[src/rtl/rv32i_types.sv]
// ---------------------------------------------------------------------------
// rv32i_types
// Shared type definitions for the RV32I pipeline. This file holds the
// pipeline register layouts that cross the EX/MEM and MEM/WB boundaries,
// the load funct3 encodings, and the memory-stage state enum.
//
// Contents:
//   ORDER_WIDTH   width of the retirement order number in mem_wb_reg_t
//   load_f3_t     funct3 encodings of the RV32I load instructions
//   mem_state_t   memory-stage access state (IDLE, WAIT)
//   ex_mem_reg_t  EX/MEM pipeline register
//   mem_wb_reg_t  MEM/WB pipeline register (also feeds RVFI)
//   is_load_f3    true when funct3 names a supported load
// ---------------------------------------------------------------------------
package rv32i_types;

    localparam int ORDER_WIDTH = 64;

    typedef enum logic [2:0] {
        LB  = 3'b000,
        LH  = 3'b001,
        LW  = 3'b010,
        LBU = 3'b100,
        LHU = 3'b101
    } load_f3_t;

    typedef enum logic {
        IDLE = 1'b0,
        WAIT = 1'b1
    } mem_state_t;

    typedef struct packed {
        logic [31:0] pc;
        logic [31:0] inst;
        logic        commit;
        logic        bubble;
        logic        req_dmem_resp;
        load_f3_t    funct3;
        logic [4:0]  rd_s;
        logic [31:0] rd_v;
        logic        regf_we;
        logic [31:0] dmem_addr;
        logic [3:0]  dmem_rmask;
        logic [3:0]  dmem_wmask;
        logic [31:0] dmem_wdata;
        logic [1:0]  dmem_shift_bits;
    } ex_mem_reg_t;

    typedef struct packed {
        logic                   commit;
        logic [ORDER_WIDTH-1:0] order;
        logic [31:0]            pc;
        logic [31:0]            inst;
        logic [4:0]             rd_s;
        logic [31:0]            rd_v;
        logic                   regf_we;
        logic [31:0]            dmem_addr;
        logic [3:0]             dmem_rmask;
        logic [3:0]             dmem_wmask;
        logic [31:0]            dmem_wdata;
        logic [31:0]            dmem_rdata;
    } mem_wb_reg_t;

    function automatic logic is_load_f3(load_f3_t f3);
        return (f3 == LB) || (f3 == LH) || (f3 == LW) || (f3 == LBU) || (f3 == LHU);
    endfunction

endpackage

[src/rtl/load_align.sv]
// ---------------------------------------------------------------------------
// load_align
// Combinational load-data aligner. Moves the addressed byte/halfword of the
// raw memory word down to bit 0 and sign- or zero-extends it according to
// the load funct3. Unsupported funct3 values produce zero.
//
// Ports:
//   i_rdata       raw 32-bit word returned by data memory
//   i_shift_bits  byte offset of the access within the word
//   i_funct3      load type
//   o_value       aligned, extended load value
// ---------------------------------------------------------------------------
module load_align
    import rv32i_types::*;
(
    input  logic [31:0] i_rdata,
    input  logic [1:0]  i_shift_bits,
    input  load_f3_t    i_funct3,
    output logic [31:0] o_value
);

    logic [31:0] w_shifted;

    assign w_shifted = i_rdata >> {i_shift_bits, 3'b000};

    always_comb begin
        o_value = '0;
        case (i_funct3)
            LB:      o_value = {{24{w_shifted[7]}}, w_shifted[7:0]};
            LBU:     o_value = {24'h0, w_shifted[7:0]};
            LH:      o_value = {{16{w_shifted[15]}}, w_shifted[15:0]};
            LHU:     o_value = {16'h0, w_shifted[15:0]};
            LW:      o_value = w_shifted;
            default: o_value = '0;
        endcase
    end

endmodule

[src/rtl/mem_stage.sv]
// ---------------------------------------------------------------------------
// mem_stage
// Memory-access stage of the 5-stage RV32I pipeline. Issues the data-memory
// request for loads and stores, holds the pipeline in stall until the
// response pulse, extracts load data, numbers retiring instructions, and
// registers everything into the MEM/WB register.
//
// Ports:
//   clk         system clock
//   rst         synchronous active-high reset
//   ex_mem      EX/MEM register contents (held by upstream while stalled)
//   dmem_addr   word-aligned data address
//   dmem_rmask  read byte mask, asserted only in the request cycle
//   dmem_wmask  write byte mask, asserted only in the request cycle
//   dmem_wdata  store data, already lane-shifted by EX
//   dmem_rdata  read data, valid with dmem_resp
//   dmem_resp   one-cycle response pulse
//   stall       freezes everything upstream of MEM/WB
//   mem_wb      registered MEM/WB contents
// ---------------------------------------------------------------------------
module mem_stage
    import rv32i_types::*;
#(
    parameter int ORDER_W = 64
) (
    input  logic        clk,
    input  logic        rst,
    input  ex_mem_reg_t ex_mem,
    output logic [31:0] dmem_addr,
    output logic [3:0]  dmem_rmask,
    output logic [3:0]  dmem_wmask,
    output logic [31:0] dmem_wdata,
    input  logic [31:0] dmem_rdata,
    input  logic        dmem_resp,
    output logic        stall,
    output mem_wb_reg_t mem_wb
);

    mem_state_t         r_state;
    mem_state_t         w_next_state;
    logic [ORDER_W-1:0] r_order;
    mem_wb_reg_t        r_mem_wb;
    mem_wb_reg_t        w_wb;
    logic               w_access;
    logic               w_rd_nonzero;
    logic               w_stall;
    logic [3:0]         w_rmask;
    logic [3:0]         w_wmask;
    logic [31:0]        w_load_value;

    // A real access needs the request flag, a live instruction and a mask.
    assign w_access     = ex_mem.req_dmem_resp & ~ex_mem.bubble
                        & (|(ex_mem.dmem_rmask | ex_mem.dmem_wmask));
    assign w_rd_nonzero = |ex_mem.rd_s;

    load_align u_load_align (
        .i_rdata      (dmem_rdata),
        .i_shift_bits (ex_mem.dmem_shift_bits),
        .i_funct3     (ex_mem.funct3),
        .o_value      (w_load_value)
    );

    // Next-state, memory-port and next-MEM/WB logic. The default MEM/WB
    // value is a bubble that still carries the EX/MEM RVFI fields, so
    // every branch only has to override what makes the cycle retire.
    always_comb begin
        w_next_state = r_state;
        w_stall      = 1'b0;
        w_rmask      = 4'h0;
        w_wmask      = 4'h0;

        w_wb            = '0;
        w_wb.order      = r_order;
        w_wb.pc         = ex_mem.pc;
        w_wb.inst       = ex_mem.inst;
        w_wb.rd_s       = ex_mem.rd_s;
        w_wb.rd_v       = ex_mem.rd_v;
        w_wb.dmem_addr  = ex_mem.dmem_addr;
        w_wb.dmem_rmask = ex_mem.dmem_rmask;
        w_wb.dmem_wmask = ex_mem.dmem_wmask;
        w_wb.dmem_wdata = ex_mem.dmem_wdata;

        case (r_state)
            IDLE: begin
                if (w_access) begin
                    w_rmask      = ex_mem.dmem_rmask;
                    w_wmask      = ex_mem.dmem_wmask;
                    w_stall      = 1'b1;
                    w_next_state = WAIT;
                end else begin
                    w_wb.commit  = ex_mem.commit & ~ex_mem.bubble;
                    w_wb.regf_we = ex_mem.regf_we & ~ex_mem.bubble & w_rd_nonzero;
                end
            end
            WAIT: begin
                if (dmem_resp) begin
                    w_next_state    = IDLE;
                    w_wb.commit     = ex_mem.commit;
                    w_wb.dmem_rdata = dmem_rdata;
                    // Stores retire without a register write.
                    if (|ex_mem.dmem_rmask) begin
                        if (is_load_f3(ex_mem.funct3)) begin
                            w_wb.rd_v    = w_load_value;
                            w_wb.regf_we = ex_mem.regf_we & w_rd_nonzero;
                        end else begin
                            w_wb.rd_v    = '0;
                        end
                    end
                end else begin
                    w_stall = 1'b1;
                end
            end
            default: w_next_state = IDLE;
        endcase

        // The memory port and stall stay quiet while reset is held, even if
        // upstream is still presenting an access.
        if (rst) begin
            w_stall = 1'b0;
            w_rmask = 4'h0;
            w_wmask = 4'h0;
        end
    end

    // State, commit-order counter and MEM/WB register. The counter moves
    // only on edges where a committing record is written.
    always_ff @(posedge clk) begin
        if (rst) begin
            r_state  <= IDLE;
            r_order  <= '0;
            r_mem_wb <= '0;
        end else begin
            r_state  <= w_next_state;
            r_mem_wb <= w_wb;
            if (w_wb.commit) begin
                r_order <= r_order + ORDER_W'(1);
            end
        end
    end

    assign dmem_addr  = {ex_mem.dmem_addr[31:2], 2'b00};
    assign dmem_wdata = ex_mem.dmem_wdata;
    assign dmem_rmask = w_rmask;
    assign dmem_wmask = w_wmask;
    assign stall      = w_stall;
    assign mem_wb     = r_mem_wb;

endmodule
[config.mk]
export PLATFORM = sky130hd
export DESIGN_NAME = mem_stage
export DESIGN_NICKNAME = d
export VERILOG_FILES = /design/src/rtl/rv32i_types.sv /design/src/rtl/load_align.sv /design/src/rtl/mem_stage.sv
export SDC_FILE = /design/constraint.sdc
export NUM_CORES = 1
export LEC_CHECK = 0
export ABC_CLOCK_PERIOD_IN_PS = 2700
export BUFFER_PORTS_ARGS = -buffer_cell sky130_fd_sc_hd__buf_2
export CAP_MARGIN = 30
export CORE_AREA = 2 2 221 223
export CTS_BUF_LIST = sky130_fd_sc_hd__clkbuf_8
export DETAILED_ROUTE_END_ITERATION = 16
export DIE_AREA = 0 0 223 225
export PLACE_DENSITY = 0.5
export SLEW_MARGIN = 20
export SYNTH_ARGS = -nofsm -noshare
export SYNTH_HDL_FRONTEND = slang
export SYNTH_SLANG_ARGS = --single-unit
[constraint.sdc]
create_clock -name clk -period 2.7 [get_ports clk]
set_clock_uncertainty 0.05 [all_clocks]
set_input_delay 0.405 -clock clk [delete_from_list [all_inputs] [get_ports clk]]
set_output_delay 0.405 -clock clk [all_outputs]
set_load 0.01 [all_outputs]
==> metrics, run 1 <==
run status finished clean; leftover overflow at the end of global routing 0; Via Count 11100; detailed-route wire length 45200 um; std cell rows 80; post-placement setup slack -266 ps; total leakage power 0.00836 uW; first-pass GRT wire length 65500 um; Pre-antenna DRT Iters 5; H-tree depth reported by CTS 2; launching element type of the critical path primary input; pin slew with the least headroom to its limit 1010 ps; HPWL Detailed 32200 um; cell at the root of the clock tree sky130_fd_sc_hd__clkbuf_8; Clock Sinks 336; CTS tree built; overall die width 223 um; ANT nets after route 0; Clock transition at path regs 60 ps; worst hold-check slack 102 ps; most used flip-flop cell after synthesis sky130_fd_sc_hd__dfxtp_1; cell area after layout 18300 sq um; share of the clock period used by the worst path 91.9%; Total Die Area 50200 sq um; fraction of post-synthesis cell area in the top cell type by area 56.7%; placeable core region 47500 sq um; I/O pins 561; largest net degree at the start of global routing 203; Arrival @ worst endpoint 2030 ps; count of warnings emitted by yosys 0; capturing element type of the critical path primary output; sequential share of the synthesized area 56.7%; cell area after technology mapping 11900 sq um; power per cell area 615 nW/um^2; ratio of cells with drive above 1 in the final layout 36.6%; Final setup viols 0; GRT Util Overall 17.0%; Tmin final 2480 ps; final core utilization 38.5%; Seq cells post-synth 336; final hold violation count 0; DRC errors left 0; vias in the first global route 11200; leading cell types by count after synthesis sky130_fd_sc_hd__dfxtp_1 (336), sky130_fd_sc_hd__nor2b_1 (209), sky130_fd_sc_hd__buf_4 (64), sky130_fd_sc_hd__nor2_1 (61), sky130_fd_sc_hd__clkbuf_1 (57); number of CTS-inserted buffers 57; maxcap violations 0; WS Path Type primary input to primary output; path type of the worst min-delay path primary input to flop; startpoint of the most critical setup path ex_mem[34]; maximum clock rate 0.403 GHz; cell count after placement 2240; chip height 225 um; worst r2r src r_order[22]$_SDFFE_PP0P_; total area of sequential cells 6730 sq um; worst setup margin 218 ps; library cells used by synthesis 53; Cell Count, Final, Fillers Out 2556; number of buffer cells added on primary ports 558; setup repair after global routing missed its margin false; largest fanout of any net on the critical path 8; starting density of the core 25.0%; most instantiated library cell after synthesis sky130_fd_sc_hd__dfxtp_1; area taken by multi-input logic gates 4390 sq um; number of standard cells after synthesis 1169; routability congestion estimate from global placement 0.849; Area contributors post-synth sky130_fd_sc_hd__dfxtp_1 (57%), sky130_fd_sc_hd__nor2b_1 (11%), sky130_fd_sc_hd__buf_4 (4.0%); max-slew violation total from the final report 0; worst relative slew slack 33.0%; top cell type by total area after synthesis sky130_fd_sc_hd__dfxtp_1; Clk Latency, worst-skew pair 640 ps; Nets 2109; detailed-route wire length per cell 17.7 um; initial antenna violation count 4; Max VDD drop 0.000316 V; Fill cells 4765; clock tree buffer depth 3; Via-to-Cell Ratio 4.34; Data required, critical path 2250 ps; area growth from synthesis to layout 54.2%; Syn Area/Cell 10.2 sq um; proportion of register bits with asynchronous set or reset after synthesis 0%; number of synthesized flops with an enable pin 0; min-delay src ex_mem[87]; Placed Area 14900 sq um; number of DRC markers after the initial detailed-route iteration 616
kinds of logic (layout without fill, tap and decap cells):
logic type	Yosys count	in the layout	share of synthesized area, %
AND/OR/NAND/NOR	509	509	24.8
flip-flops	336	336	56.7
buffers and inverters	141	910	6.52
AO/OA/AOI/OAI	135	135	7.86
multiplexers	28	28	2.65
XOR/XNOR	18	18	1.33
adder cells (fa/ha/maj)	1	1	0.105
other	1	4	0.0316
layout make-up:
class,count,area share [%]
Antenna cell,2,0.0273
Clock buffer,81,6.09
Clock inverter,26,0.888
Inverter,10,0.205
Multi-Input combinational cell,693,24.0
Sequential cell,336,36.7
Tap cell,615,4.20
Timing Repair Buffer,793,27.9
metal layers:
layer | vias up | part of all wire, % | wire [um] | GRT usage [%]
met5 | - | 0.024 | 11 | 0
met2 | 462 | 47 | 21300 | 28.0
met1 | 5140 | 41 | 18400 | 20.1
met3 | 119 | 6.8 | 3090 | 4.54
met4 | 2 | 5.3 | 2410 | 9.42
li1 | 5378 | - | - | -
cell usage in the layout, fill, tap and decap left out, types with 8 or more instances in the layout:
cell type                         n
sky130_fd_sc_hd__a211o_1          8
sky130_fd_sc_hd__a21oi_1         33
sky130_fd_sc_hd__a221o_1         16
sky130_fd_sc_hd__a22oi_1          9
sky130_fd_sc_hd__and2_1          42
sky130_fd_sc_hd__and4_1          13
sky130_fd_sc_hd__buf_2          557
sky130_fd_sc_hd__buf_4           26
sky130_fd_sc_hd__clkbuf_8        82
sky130_fd_sc_hd__clkinv_2        12
sky130_fd_sc_hd__dfxtp_1        336
sky130_fd_sc_hd__dlygate4sd3_1  206
sky130_fd_sc_hd__inv_1           18
sky130_fd_sc_hd__mux2_2          16
sky130_fd_sc_hd__mux2i_1         10
sky130_fd_sc_hd__nand2_1         51
sky130_fd_sc_hd__nand3_1         23
sky130_fd_sc_hd__nand4_1         17
sky130_fd_sc_hd__nor2_1          60
sky130_fd_sc_hd__nor2b_1        209
sky130_fd_sc_hd__nor3_1          19
sky130_fd_sc_hd__nor4_1          18
sky130_fd_sc_hd__o21ai_0         30
sky130_fd_sc_hd__o31ai_1         12
sky130_fd_sc_hd__or3_1           13
sky130_fd_sc_hd__or4_1           20
sky130_fd_sc_hd__xnor2_1         16
metrics by stage:
| stage | power [uW] | TNS [ps] |
|---|---|---|
| floorplan | 5710 | 0 |
| global placement | 6160 | -3080 |
| detailed placement | 6160 | -4840 |
| CTS | 11400 | 0 |
| global route | 11700 | 0 |
| finish | 11300 | 0 |
state kept, by name, summed over array words and instances (netlist names):
| register | flops |
|---|---|
| r_state | 1 |
| mem_wb | 271 |
| r_order | 64 |
worst max-delay path: stages:
cell and delay [ps]:
sky130_fd_sc_hd__buf_2 110, sky130_fd_sc_hd__nor4_2 580, sky130_fd_sc_hd__buf_4 230, sky130_fd_sc_hd__nand2_1 60, sky130_fd_sc_hd__nand3_1 110, sky130_fd_sc_hd__nor2_1 50
sky130_fd_sc_hd__buf_4 170, sky130_fd_sc_hd__and2_1 170, sky130_fd_sc_hd__buf_2 140
worst paths after layout:
check / endpoint / slack (ps) / cells past startpoint
setup / recovery: dmem_wmask[1] / 220 / 9
hold / removal: mem_wb[117]$_SDFF_PP0_ / 100 / 3
setup reg to reg: r_order[46]$_SDFFE_PP0P_ / 300 / 5
hold reg to reg: r_order[63]$_SDFFE_PP0P_ / 430 / 2
power breakdown:
| part | switching (uW) | total (uW) | internal [uW] |
|---|---|---|---|
| Clock | 2170 | 4940 | 2770 |
| Combinational | 576 | 1160 | 586 |
| Sequential | 41.6 | 5150 | 5110 |
what timing repair did:
action | 4_1_cts | 5_1_grt
buffers inserted | 0 | 0
hold buffers | 206 | 0
resized for setup | 0 | 3
endpoints found under the hold margin | 204 | 0
endpoints found under the setup margin | 0 | 9
Note: power is estimated with default switching activity, not from simulation.
==> inputs of run 2 (changes only) <==
--- a/config.mk
+++ b/config.mk
@@ -8,12 +8,13 @@
 export ABC_CLOCK_PERIOD_IN_PS = 2700
 export BUFFER_PORTS_ARGS = -buffer_cell sky130_fd_sc_hd__buf_2
 export CAP_MARGIN = 30
-export CORE_AREA = 2 2 221 223
+export CORE_AREA = 2 2 218 220
 export CTS_BUF_LIST = sky130_fd_sc_hd__clkbuf_8
 export DETAILED_ROUTE_END_ITERATION = 16
-export DIE_AREA = 0 0 223 225
-export PLACE_DENSITY = 0.5
+export DIE_AREA = 0 0 220 222
+export PLACE_DENSITY = 0.52
 export SLEW_MARGIN = 20
 export SYNTH_ARGS = -nofsm -noshare
 export SYNTH_HDL_FRONTEND = slang
+export SYNTH_HIERARCHICAL = 1
 export SYNTH_SLANG_ARGS = --single-unit
==> metrics, run 2 <==
most instantiated library cell after synthesis sky130_fd_sc_hd__dfxtp_1; sequential share of the synthesized area 54.8%; initial antenna violation count 6; Worst R2R End mem_wb[105]$_SDFF_PP0_; HPWL Detailed 32300 um; placeable core region 46300 sq um; Clock transition at path regs 70 ps; vias in the first global route 11900; most used flip-flop cell after synthesis sky130_fd_sc_hd__dfxtp_1; proportion of register bits with asynchronous set or reset after synthesis 0%; Nets 2182; standard cell with the maximum stage delay on the critical path sky130_fd_sc_hd__nor2_2; top cell type by total area after synthesis sky130_fd_sc_hd__dfxtp_1; post-placement setup slack 87.2 ps; total leakage power 0.00855 uW; Data required, critical path 3230 ps; Crit path largest cell delay 650 ps; sequence of cells on the critical path nand2_1 -> or2_2 -> nor2_2 -> a22oi_1 -> nor2_1 -> dlygate4sd3_1; total area of sequential cells 6730 sq um; number of flip-flops in the largest register 271; number of buffer cells added on primary ports 558; ANT nets after route 0; area growth from synthesis to layout 53.2%; ratio of cells with drive above 1 in the final layout 36.4%; worst hold endpoint mem_wb[25]$_SDFF_PP0_; Final setup viols 0; most common library cell in the layout ignoring fill and taps sky130_fd_sc_hd__buf_2; Clock Sinks 336; final hold violation count 0; launching element type of the critical path flop; DRC errors left 0; clock tree buffer depth 3; Total Die Area 48800 sq um; Clk Latency, worst-skew pair 650 ps; largest family of logic cells by synthesized area simple AND/OR/NAND/NOR gates; Syn Area/Cell 10.0 sq um; synthesized-area fraction occupied by adder cells 0.102%; maximum clock rate 0.393 GHz; xor/xnor share of the synthesized area 0.999%; detailed-route wire length 44700 um; first-pass GRT wire length 66300 um; number of standard cells after synthesis 1226; WS Path Type flop to flop; Max VDD drop 0.000572 V; final core utilization 40.6%; post-CTS setup repair buffer count 0; area taken by multi-input logic gates 4730 sq um; Seq cells post-synth 336; path type of the worst min-delay path primary input to flop; I/O pins 561; routability congestion estimate from global placement 0.848; Via Count 11600; setup repair after global routing missed its margin false; number of synthesized flops with an enable pin 0; library cells used by synthesis 55; leftover overflow at the end of global routing 0; chip height 222 um; Placed Area 15400 sq um; H-tree depth reported by CTS 2; Tmin final 2540 ps; GRT Util Overall 17.5%; commonest cells after routing, fill and taps aside sky130_fd_sc_hd__buf_2 (557), sky130_fd_sc_hd__dfxtp_1 (336), sky130_fd_sc_hd__dlygate4sd3_1 (213); pin slew with the least headroom to its limit 815 ps; overall die width 220 um; std cell rows 79; synthesized-area fraction occupied by and/or/nand/nor cells 25.5%; cell at the root of the clock tree sky130_fd_sc_hd__clkbuf_8; power per cell area 598 nW/um^2; Bufs and invs on worst path 1; max-slew violation total from the final report 0; Pre-antenna DRT Iters 5; kind of cell adding the most delay to the critical path simple AND/OR/NAND/NOR gates; cell area after layout 18800 sq um; worst relative slew slack 45.6%; starting density of the core 26.5%; min-delay src dmem_rdata[25]; fraction of post-synthesis cell area in the top cell type by area 54.8%; multiplexer share of the synthesized area 3.46%; cell area after technology mapping 12300 sq um; largest net degree at the start of global routing 119; worst r2r src r_state$_DFF_P_; Via-to-Cell Ratio 4.42; number of cells traversed by the worst hold path 2; maxcap violations 0; post-synthesis compound-gate area fraction 8.40%; run status finished clean; share of the clock period used by the worst path 94.1%; capturing element type of the critical path flop; detailed-route wire length per cell 17.0 um; Reg2Reg Setup Slack 160 ps; number of DRC markers after the initial detailed-route iteration 556; Arrival @ worst endpoint 3070 ps; Setup Total Neg Slack 0 ps; leading cell types by count after synthesis sky130_fd_sc_hd__dfxtp_1 (336), sky130_fd_sc_hd__nor2b_1 (203), sky130_fd_sc_hd__nor2_1 (91), sky130_fd_sc_hd__buf_4 (66), sky130_fd_sc_hd__clkbuf_1 (58); Area contributors post-synth sky130_fd_sc_hd__dfxtp_1 (55%), sky130_fd_sc_hd__nor2b_1 (10%), sky130_fd_sc_hd__buf_4 (4.0%); cell depth of the worst flop-to-flop path 6; number of CTS-inserted buffers 57; count of warnings emitted by yosys 6; largest fanout of any net on the critical path 17; CTS tree built; Fill cells 4565; worst setup margin 158 ps
==> run 2: stage by stage <==
step	total power [uW]	instances	hold slack, ps
finish	11300	2623	63.4
global placement	6220	2299	411
CTS	11400	2619	3.71
detailed placement	6220	2299	429
floorplan	5760	1227	382
global route	11800	2621	23.1
==> run 2: what timing repair did <==
action	4_1_cts	5_1_grt
endpoints found under the hold margin	207	0
resized for setup	0	1
setup endpoints to repair	0	8
hold buffers	213	0
==> run 2: worst register-to-register path, stage by stage, from the launching register on <==
cell                            delay [ps]
sky130_fd_sc_hd__dfxtp_1               430
sky130_fd_sc_hd__nand2_1                90
sky130_fd_sc_hd__or2_2                 300
sky130_fd_sc_hd__nor2_2                650
sky130_fd_sc_hd__a22oi_1               240
sky130_fd_sc_hd__nor2_1                160
sky130_fd_sc_hd__dlygate4sd3_1         570
==> run 2: area by class of cell <==
type | instances | area share [%]
antenna | 4 | 0.0532
multi-input combinational | 748 | 25.2
tap | 607 | 4.04
timing repair buffer | 815 | 28.2
inverter | 6 | 0.120
clock buffer | 70 | 5.12
clock inverter | 37 | 1.50
sequential | 336 | 35.8
==> run 2: report_power, final <==
| part | switching [uW] | internal [uW] | total, uW |
|---|---|---|---|
| sequential | 42.6 | 5110 | 5150 |
| combinational | 600 | 612 | 1210 |
| clock | 2140 | 2740 | 4890 |
==> run 2: logic make-up (layout without fill, tap and decap cells) <==
group           Yosys count  in the layout
simple gates            546            546
flops                   336            336
compound gates          147            147
buf+inv                 143            928
mux                      38             38
xor+xnor                 14             14
fa+ha+maj                 1              1
other cells               1              6
==> run 2: how the worst max path moves through the flow <==
stage                    start                       end  cells after the start
2_1_floorplan       ex_mem[34]  r_order[63]$_SDFFE_PP0P_                      7
3_3_place_gp        ex_mem[34]  r_order[45]$_SDFFE_PP0P_                      9
3_5_place_dp        ex_mem[34]  r_order[45]$_SDFFE_PP0P_                      9
4_1_cts        r_state$_DFF_P_             dmem_wmask[0]                      5
5_1_grt        r_state$_DFF_P_             dmem_rmask[0]                      5
6_report       r_state$_DFF_P_    mem_wb[105]$_SDFF_PP0_                      6
==> run 2: metal layers <==
layer / part of all wire [%] / vias up / track usage, %
met2: 49 / 457 / 30.4
met4: 3.1 / 4 / 7.08
li1: - / 5626 / -
met5: 0.038 / - / 0
met1: 40 / 5412 / 19.6
met3: 8.0 / 90 / 5.54
